**config.mk**
```make
export PLATFORM = sky130hd
export DESIGN_NAME = ks_pipe_subtractor
export DESIGN_NICKNAME = d
export VERILOG_FILES = /design/src/rtl/ks_pkg.sv /design/src/rtl/ks_prefix_level.sv /design/src/rtl/ks_pipe_subtractor.sv
export SDC_FILE = /design/constraint.sdc
export NUM_CORES = 1
export LEC_CHECK = 0
export ABC_AREA = 1
export BUFFER_PORTS_ARGS = -buffer_cell sky130_fd_sc_hd__buf_2
export CAP_MARGIN = 20
export CELL_PAD_IN_SITES_DETAIL_PLACEMENT = 1
export CELL_PAD_IN_SITES_GLOBAL_PLACEMENT = 2
export CORE_MARGIN = 4
export CORE_UTILIZATION = 32
export CTS_CLUSTER_SIZE = 16
export DETAILED_ROUTE_END_ITERATION = 8
export GPL_TIMING_DRIVEN = 0
export PLACE_DENSITY_LB_ADDON = 0.1
export SLEW_MARGIN = 30
export SYNTH_ARGS = -nofsm -noshare
export SYNTH_HDL_FRONTEND = slang
export SYNTH_HIERARCHICAL = 1
export SYNTH_SLANG_ARGS = --single-unit
```
**constraint.sdc**
```tcl
create_clock -name clk -period 2.7 [get_ports clk]
set_input_delay 0.135 -clock clk [delete_from_list [all_inputs] [get_ports clk]]
set_output_delay 0.135 -clock clk [all_outputs]
set_load 0.02 [all_outputs]
```
**src/rtl/ks_pkg.sv**
```systemverilog
// Shared definitions for the pipelined Kogge-Stone subtractor: default width,
// prefix-depth and span helpers, and the generate/propagate pair type.
package ks_pkg;

  localparam int KS_WIDTH = 32;

  typedef struct packed {
    logic [KS_WIDTH-1:0] g;
    logic [KS_WIDTH-1:0] p;
  } gp_t;

  function automatic int log2w(input int w);
    return $clog2(w);
  endfunction

  // Distance between combined bit positions at a given tree level (level >= 1).
  function automatic int span(input int level);
    return 1 << (level - 1);
  endfunction

endpackage

```
**src/rtl/ks_prefix_level.sv**
```systemverilog
// One combinational radix-2 Kogge-Stone prefix level: every bit at or above SPAN
// absorbs the group SPAN positions below it; lower bits pass straight through.
module ks_prefix_level
  import ks_pkg::*;
#(
  parameter int WIDTH = KS_WIDTH,
  parameter int SPAN  = 1
) (
  input  logic [WIDTH-1:0] g,
  input  logic [WIDTH-1:0] p,
  output logic [WIDTH-1:0] g_next,
  output logic [WIDTH-1:0] p_next
);

  for (genvar i = 0; i < WIDTH; i++) begin : g_bit
    if (i >= SPAN) begin : g_comb
      assign g_next[i] = g[i] | (p[i] & g[i-SPAN]);
      assign p_next[i] = p[i] & p[i-SPAN];
    end else begin : g_pass
      assign g_next[i] = g[i];
      assign p_next[i] = p[i];
    end
  end

endmodule

```
**src/rtl/ks_pipe_subtractor.sv**
```systemverilog
// Three-stage Kogge-Stone subtractor (A - B - Bin) with valid/ready on both sides.
// Define KS_SUB_CMP_EN to add the registered lt_u / lt_s / eq comparison outputs.
module ks_pipe_subtractor
  import ks_pkg::*;
#(
  parameter int WIDTH = KS_WIDTH,
  parameter int SPLIT = 3
) (
  input  logic             clk,
  input  logic             rst_n,
  input  logic             in_valid,
  output logic             in_ready,
  input  logic [WIDTH-1:0] A,
  input  logic [WIDTH-1:0] B,
  input  logic             Bin,
  output logic             out_valid,
  input  logic             out_ready,
  output logic [WIDTH-1:0] diff,
  output logic             Bout,
  output logic             ovf,
  output logic             zero
`ifdef KS_SUB_CMP_EN
  ,
  output logic             lt_u,
  output logic             lt_s,
  output logic             eq
`endif
);

  localparam int DEPTH = log2w(WIDTH);

  logic vld_p1, vld_p2, vld_p3;
  logic adv_p1, adv_p2, adv_p3;

  // A stage loads whenever it is empty or its successor is moving.
  assign adv_p3    = ~vld_p3 | out_ready;
  assign adv_p2    = ~vld_p2 | adv_p3;
  assign adv_p1    = ~vld_p1 | adv_p2;
  assign in_ready  = adv_p1;
  assign out_valid = vld_p3;

  // Stage 1: generate/propagate of A + ~B with carry-in ~Bin.
  logic [WIDTH-1:0] g_p1, p_p1;
  logic             c0_p1, sa_p1, sb_p1;
`ifdef KS_SUB_CMP_EN
  logic             bin_p1, bin_p2;
`endif

  always_ff @(posedge clk) begin
    if (adv_p1 && in_valid) begin
      g_p1  <= A & ~B;
      p_p1  <= A ^ ~B;
      c0_p1 <= ~Bin;
      sa_p1 <= A[WIDTH-1];
      sb_p1 <= B[WIDTH-1];
`ifdef KS_SUB_CMP_EN
      bin_p1 <= Bin;
`endif
    end
  end

  logic [WIDTH-1:0] ga [0:SPLIT];
  logic [WIDTH-1:0] pa [0:SPLIT];
  assign ga[0] = g_p1;
  assign pa[0] = p_p1;

  for (genvar l = 1; l <= SPLIT; l++) begin : g_lvl_lo
    ks_prefix_level #(.WIDTH(WIDTH), .SPAN(span(l))) u_lvl (
      .g(ga[l-1]), .p(pa[l-1]), .g_next(ga[l]), .p_next(pa[l])
    );
  end

  // Stage 2: partial prefix groups plus the untouched bitwise propagate.
  logic [WIDTH-1:0] g_p2, p_p2, p0_p2;
  logic             c0_p2, sa_p2, sb_p2;

  always_ff @(posedge clk) begin
    if (adv_p2 && vld_p1) begin
      g_p2  <= ga[SPLIT];
      p_p2  <= pa[SPLIT];
      p0_p2 <= p_p1;
      c0_p2 <= c0_p1;
      sa_p2 <= sa_p1;
      sb_p2 <= sb_p1;
`ifdef KS_SUB_CMP_EN
      bin_p2 <= bin_p1;
`endif
    end
  end

  logic [WIDTH-1:0] gb [SPLIT:DEPTH];
  logic [WIDTH-1:0] pb [SPLIT:DEPTH];
  assign gb[SPLIT] = g_p2;
  assign pb[SPLIT] = p_p2;

  for (genvar l = SPLIT + 1; l <= DEPTH; l++) begin : g_lvl_hi
    ks_prefix_level #(.WIDTH(WIDTH), .SPAN(span(l))) u_lvl (
      .g(gb[l-1]), .p(pb[l-1]), .g_next(gb[l]), .p_next(pb[l])
    );
  end

  logic [WIDTH-1:0] carry, diff_nxt;
  logic             cout, ovf_nxt;

  assign carry    = {gb[DEPTH][WIDTH-2:0] | (pb[DEPTH][WIDTH-2:0] & {(WIDTH-1){c0_p2}}), c0_p2};
  assign cout     = gb[DEPTH][WIDTH-1] | (pb[DEPTH][WIDTH-1] & c0_p2);
  assign diff_nxt = p0_p2 ^ carry;
  assign ovf_nxt  = (sa_p2 ^ sb_p2) & (diff_nxt[WIDTH-1] ^ sa_p2);

  // Stage 3: result registers, cleared by reset along with the valid chain.
  always_ff @(posedge clk or negedge rst_n) begin
    if (!rst_n) begin
      vld_p1 <= 1'b0;
      vld_p2 <= 1'b0;
      vld_p3 <= 1'b0;
      diff   <= '0;
      Bout   <= 1'b0;
      ovf    <= 1'b0;
      zero   <= 1'b0;
`ifdef KS_SUB_CMP_EN
      lt_u   <= 1'b0;
      lt_s   <= 1'b0;
      eq     <= 1'b0;
`endif
    end else begin
      if (adv_p1) vld_p1 <= in_valid;
      if (adv_p2) vld_p2 <= vld_p1;
      if (adv_p3) vld_p3 <= vld_p2;
      if (adv_p3 && vld_p2) begin
        diff <= diff_nxt;
        Bout <= ~cout;
        ovf  <= ovf_nxt;
        zero <= ~|diff_nxt;
`ifdef KS_SUB_CMP_EN
        lt_u <= ~cout;
        lt_s <= diff_nxt[WIDTH-1] ^ ovf_nxt;
        eq   <= ~|diff_nxt & ~bin_p2;
`endif
      end
    end
  end

endmodule

```
==> flow_metrics.tcl <==
set metrics [dict create \
    fin_nets 1639 \
    crit_path_max_incr_delay_ps 420 \
    final_area_mm2 0.0139 \
    tns_ps 0 \
    synth_ff_type "edfxtp_1" \
    initial_utilization_pct 32.8 \
    netlist-cell-type-count 18 \
    pwr_density_cell_mw_per_mm2 786 \
    skew_ps 8.19 \
    post-route-min-period_ps 2130 \
    die_h_um 192 \
    syn-num-nets 1403 \
    synthesis.area_mm2 0.0108 \
    wl_per_cell_um 14.6 \
    synthCells 1302 \
    dr_total_vias 8150 \
    tightest_slew_ps 813 \
    syn_avg_cell_area_um2 8.28 \
    die_w_um 192 \
    synth_common_cells "nand2_1, inv_1, edfxtp_1" \
    maxSlewHeadroom_pct 45.8 \
    cp-end-kind "flip-flop" \
    dp_hpwl_um 23100 \
    place_area_mm2 0.0120 \
    max-cap-violations 0 \
    peakVddDrop_mv 0.459 \
    drtIter0Drc 268 \
    place.gp.congestion 0.769 \
    clockBufferDepth 3 \
    synth_seq_cells 204 \
    critical_path_class "flip-flop to flip-flop" \
    drc 0 \
    synthDominantCellAreaShare_pct 46.3 \
    diodes 0 \
    ant_nets 0 \
    cp_num_buf_inv 5 \
    path_clk_slew_ps 60 \
    antenna_found_initial 0 \
    insertion_delay_ps 520 \
    yosysMostFrequentCell "nand2_1" \
    grt_pass1_wl_um 45900 \
    reg2reg_from "out_valid" \
    cp_common_cell "buf_16" \
    p_total_mw 10.9 \
    vias_per_cell 4.08 \
    drt-total-wl_um 29200 \
    reg2reg_setup_slack_ps 570 \
    cts_buffers 25 \
    startpoint_type "flip-flop" \
    synth.largest_area_cell "edfxtp_1" \
    grt_max_degree 52 \
    core_mm2 0.0329 \
    ios 106 \
    area_growth_pct 28.8 \
    layout-drive-gt1-share_pct 14.4 \
    synth_edf_count 166 \
    crit_start "out_valid" \
    synth.top_cells.by_area "edfxtp_1, nand2_1, inv_1, dfrtp_1, buf_4" \
    cts_tree "yes" \
    reg2reg_to "g_p2[6]" \
    h-tree-depth 1 \
    rsz0062_at_grt "no" \
    yosysSeqAreaShare_pct 55.1 \
    io_buffers 105 \
    num_rows 66 \
    finalHoldViolations 0 \
    yosysWarnings 6 \
    async_flop_share_pct 18.6 \
    critPathTopFamily "buffers and inverters" \
    cts.sinks 204 \
    status "complete, no violations" \
    grt_use_total_pct 16.3 \
    post_cts_buffers 0 \
    fmax_ghz 0.470 \
    grt_pass1_vias 8578 \
    grt-ovfl-total 0 \
    p_leak_nw 7.70 \
    setup_violations 0 \
    hp-class "input pin to async pin" \
    r2r_cells 8 \
    clock-root-buffer "clkbuf_16" \
    cp.arrival_ps 2400 \
    critPathRequiredTime_ps 2970 \
    path_cells "nand2_2 > nor2_1 > inv_1 > nand2_1 > clkinvlp_4 > buf_16 > buf_16 > buf_16" \
    finalMaxSlewViolations 0 \
    finalCritPeriodShare_pct 78.7 \
    die_area_mm2 0.0367 \
    crit_path_end "g_p2[6]" \
    dp_slack_ps 551 \
    drt_first_pass_iters 4 \
    crit_cells 8 \
    crit_fanout 23 \
    fin_ws_ps 574 \
    slowest_stage "clkinvlp_4" \
    whs_ps 252 \
]
-- registers in the layout, indices dropped and copies added (netlist names) --
signal / count
Bout: 1
c0_p1: 1
c0_p2: 1
diff: 32
g_p1: 32
g_p2: 32
out_valid: 1
ovf: 1
p0_p2: 32
p_p1: 32
p_p2: 32
sa_p1: 1
sa_p2: 1
sb_p1: 1
sb_p2: 1
vld_p1: 1
vld_p2: 1
zero: 1
-- layer usage --
layer | GRT usage, % | wire [um] | up-vias
li1 | - | - | 4278
met1 | 22.1 | 13800 | 3727
met2 | 28.1 | 13800 | 115
met3 | 2.08 | 1060 | 30
met4 | 3.07 | 515 | 0
met5 | 0 | 0 | -
-- worst min path at each step --
stage                     startpoint  endpoint  cells after the start
final                          rst_n  diff[10]                      2
after global placement         rst_n   diff[9]                      1
after detailed placement       rst_n   diff[9]                      1
after CTS                      rst_n   diff[9]                      2
after global routing           rst_n  diff[11]                      2
after floorplan                rst_n      Bout                      0
-- cells by family (layout without fill, tap and decap cells) --
logic type	Yosys count	in the layout	share of synthesized area [%]
buffers and inverters	405	660	16.6
adders and majority gates	32	32	3.72
DFF	204	204	55.1
and+or+nand+nor	628	628	23.0
AOI/OAI and AO/OA	33	33	1.54
-- metrics by stage --
stage / std cells / util [%]
detailed placement: 1854 / 36.5
CTS: 1999 / 42.2
finish: 1999 / 42.2
floorplan: 1302 / -
global route: 1999 / 42.2
global placement: 1849 / 36.1
-- where the power goes --
group          internal (mW)  switching [mW]  leakage (nW)  total (mW)
clock network           2.28            1.28         0.437        3.56
logic                   1.06            1.69          5.18        2.75
registers               4.17           0.420          2.08        4.59
-- cell usage in the layout, fill, tap and decap left out, types with 5 or more instances in the layout --
cell type	count
buf_2	109
ha_1	32
o21ai_0	31
dfrtp_1	38
nand2_1	577
edfxtp_1	166
clkbuf_16	25
clkbuf_1	7
dlygate4sd3_1	99
nand3b_1	30
buf_4	62
bufinv_16	5
inv_1	330
buf_16	5
nor2_1	15
-- cell type report --
class | instances | area, um2
Buffer | 73 | 546
Clock buffer | 33 | 696
Clock inverter | 13 | 190
Fill cell | 3939 | 19000
Inverter | 332 | 1250
Multi-Input combinational cell | 693 | 3050
Sequential cell | 204 | 5940
Tap cell | 442 | 553
Timing Repair Buffer | 209 | 1650
-- timing repair --
| action | in CTS | in global routing |
|---|---|---|
| hold buffers | 99 | 0 |
| hold endpoints to repair | 108 | 0 |
| gates resized for setup | 0 | 0 |
No activity file was read; power rests on OpenSTA's default activity.
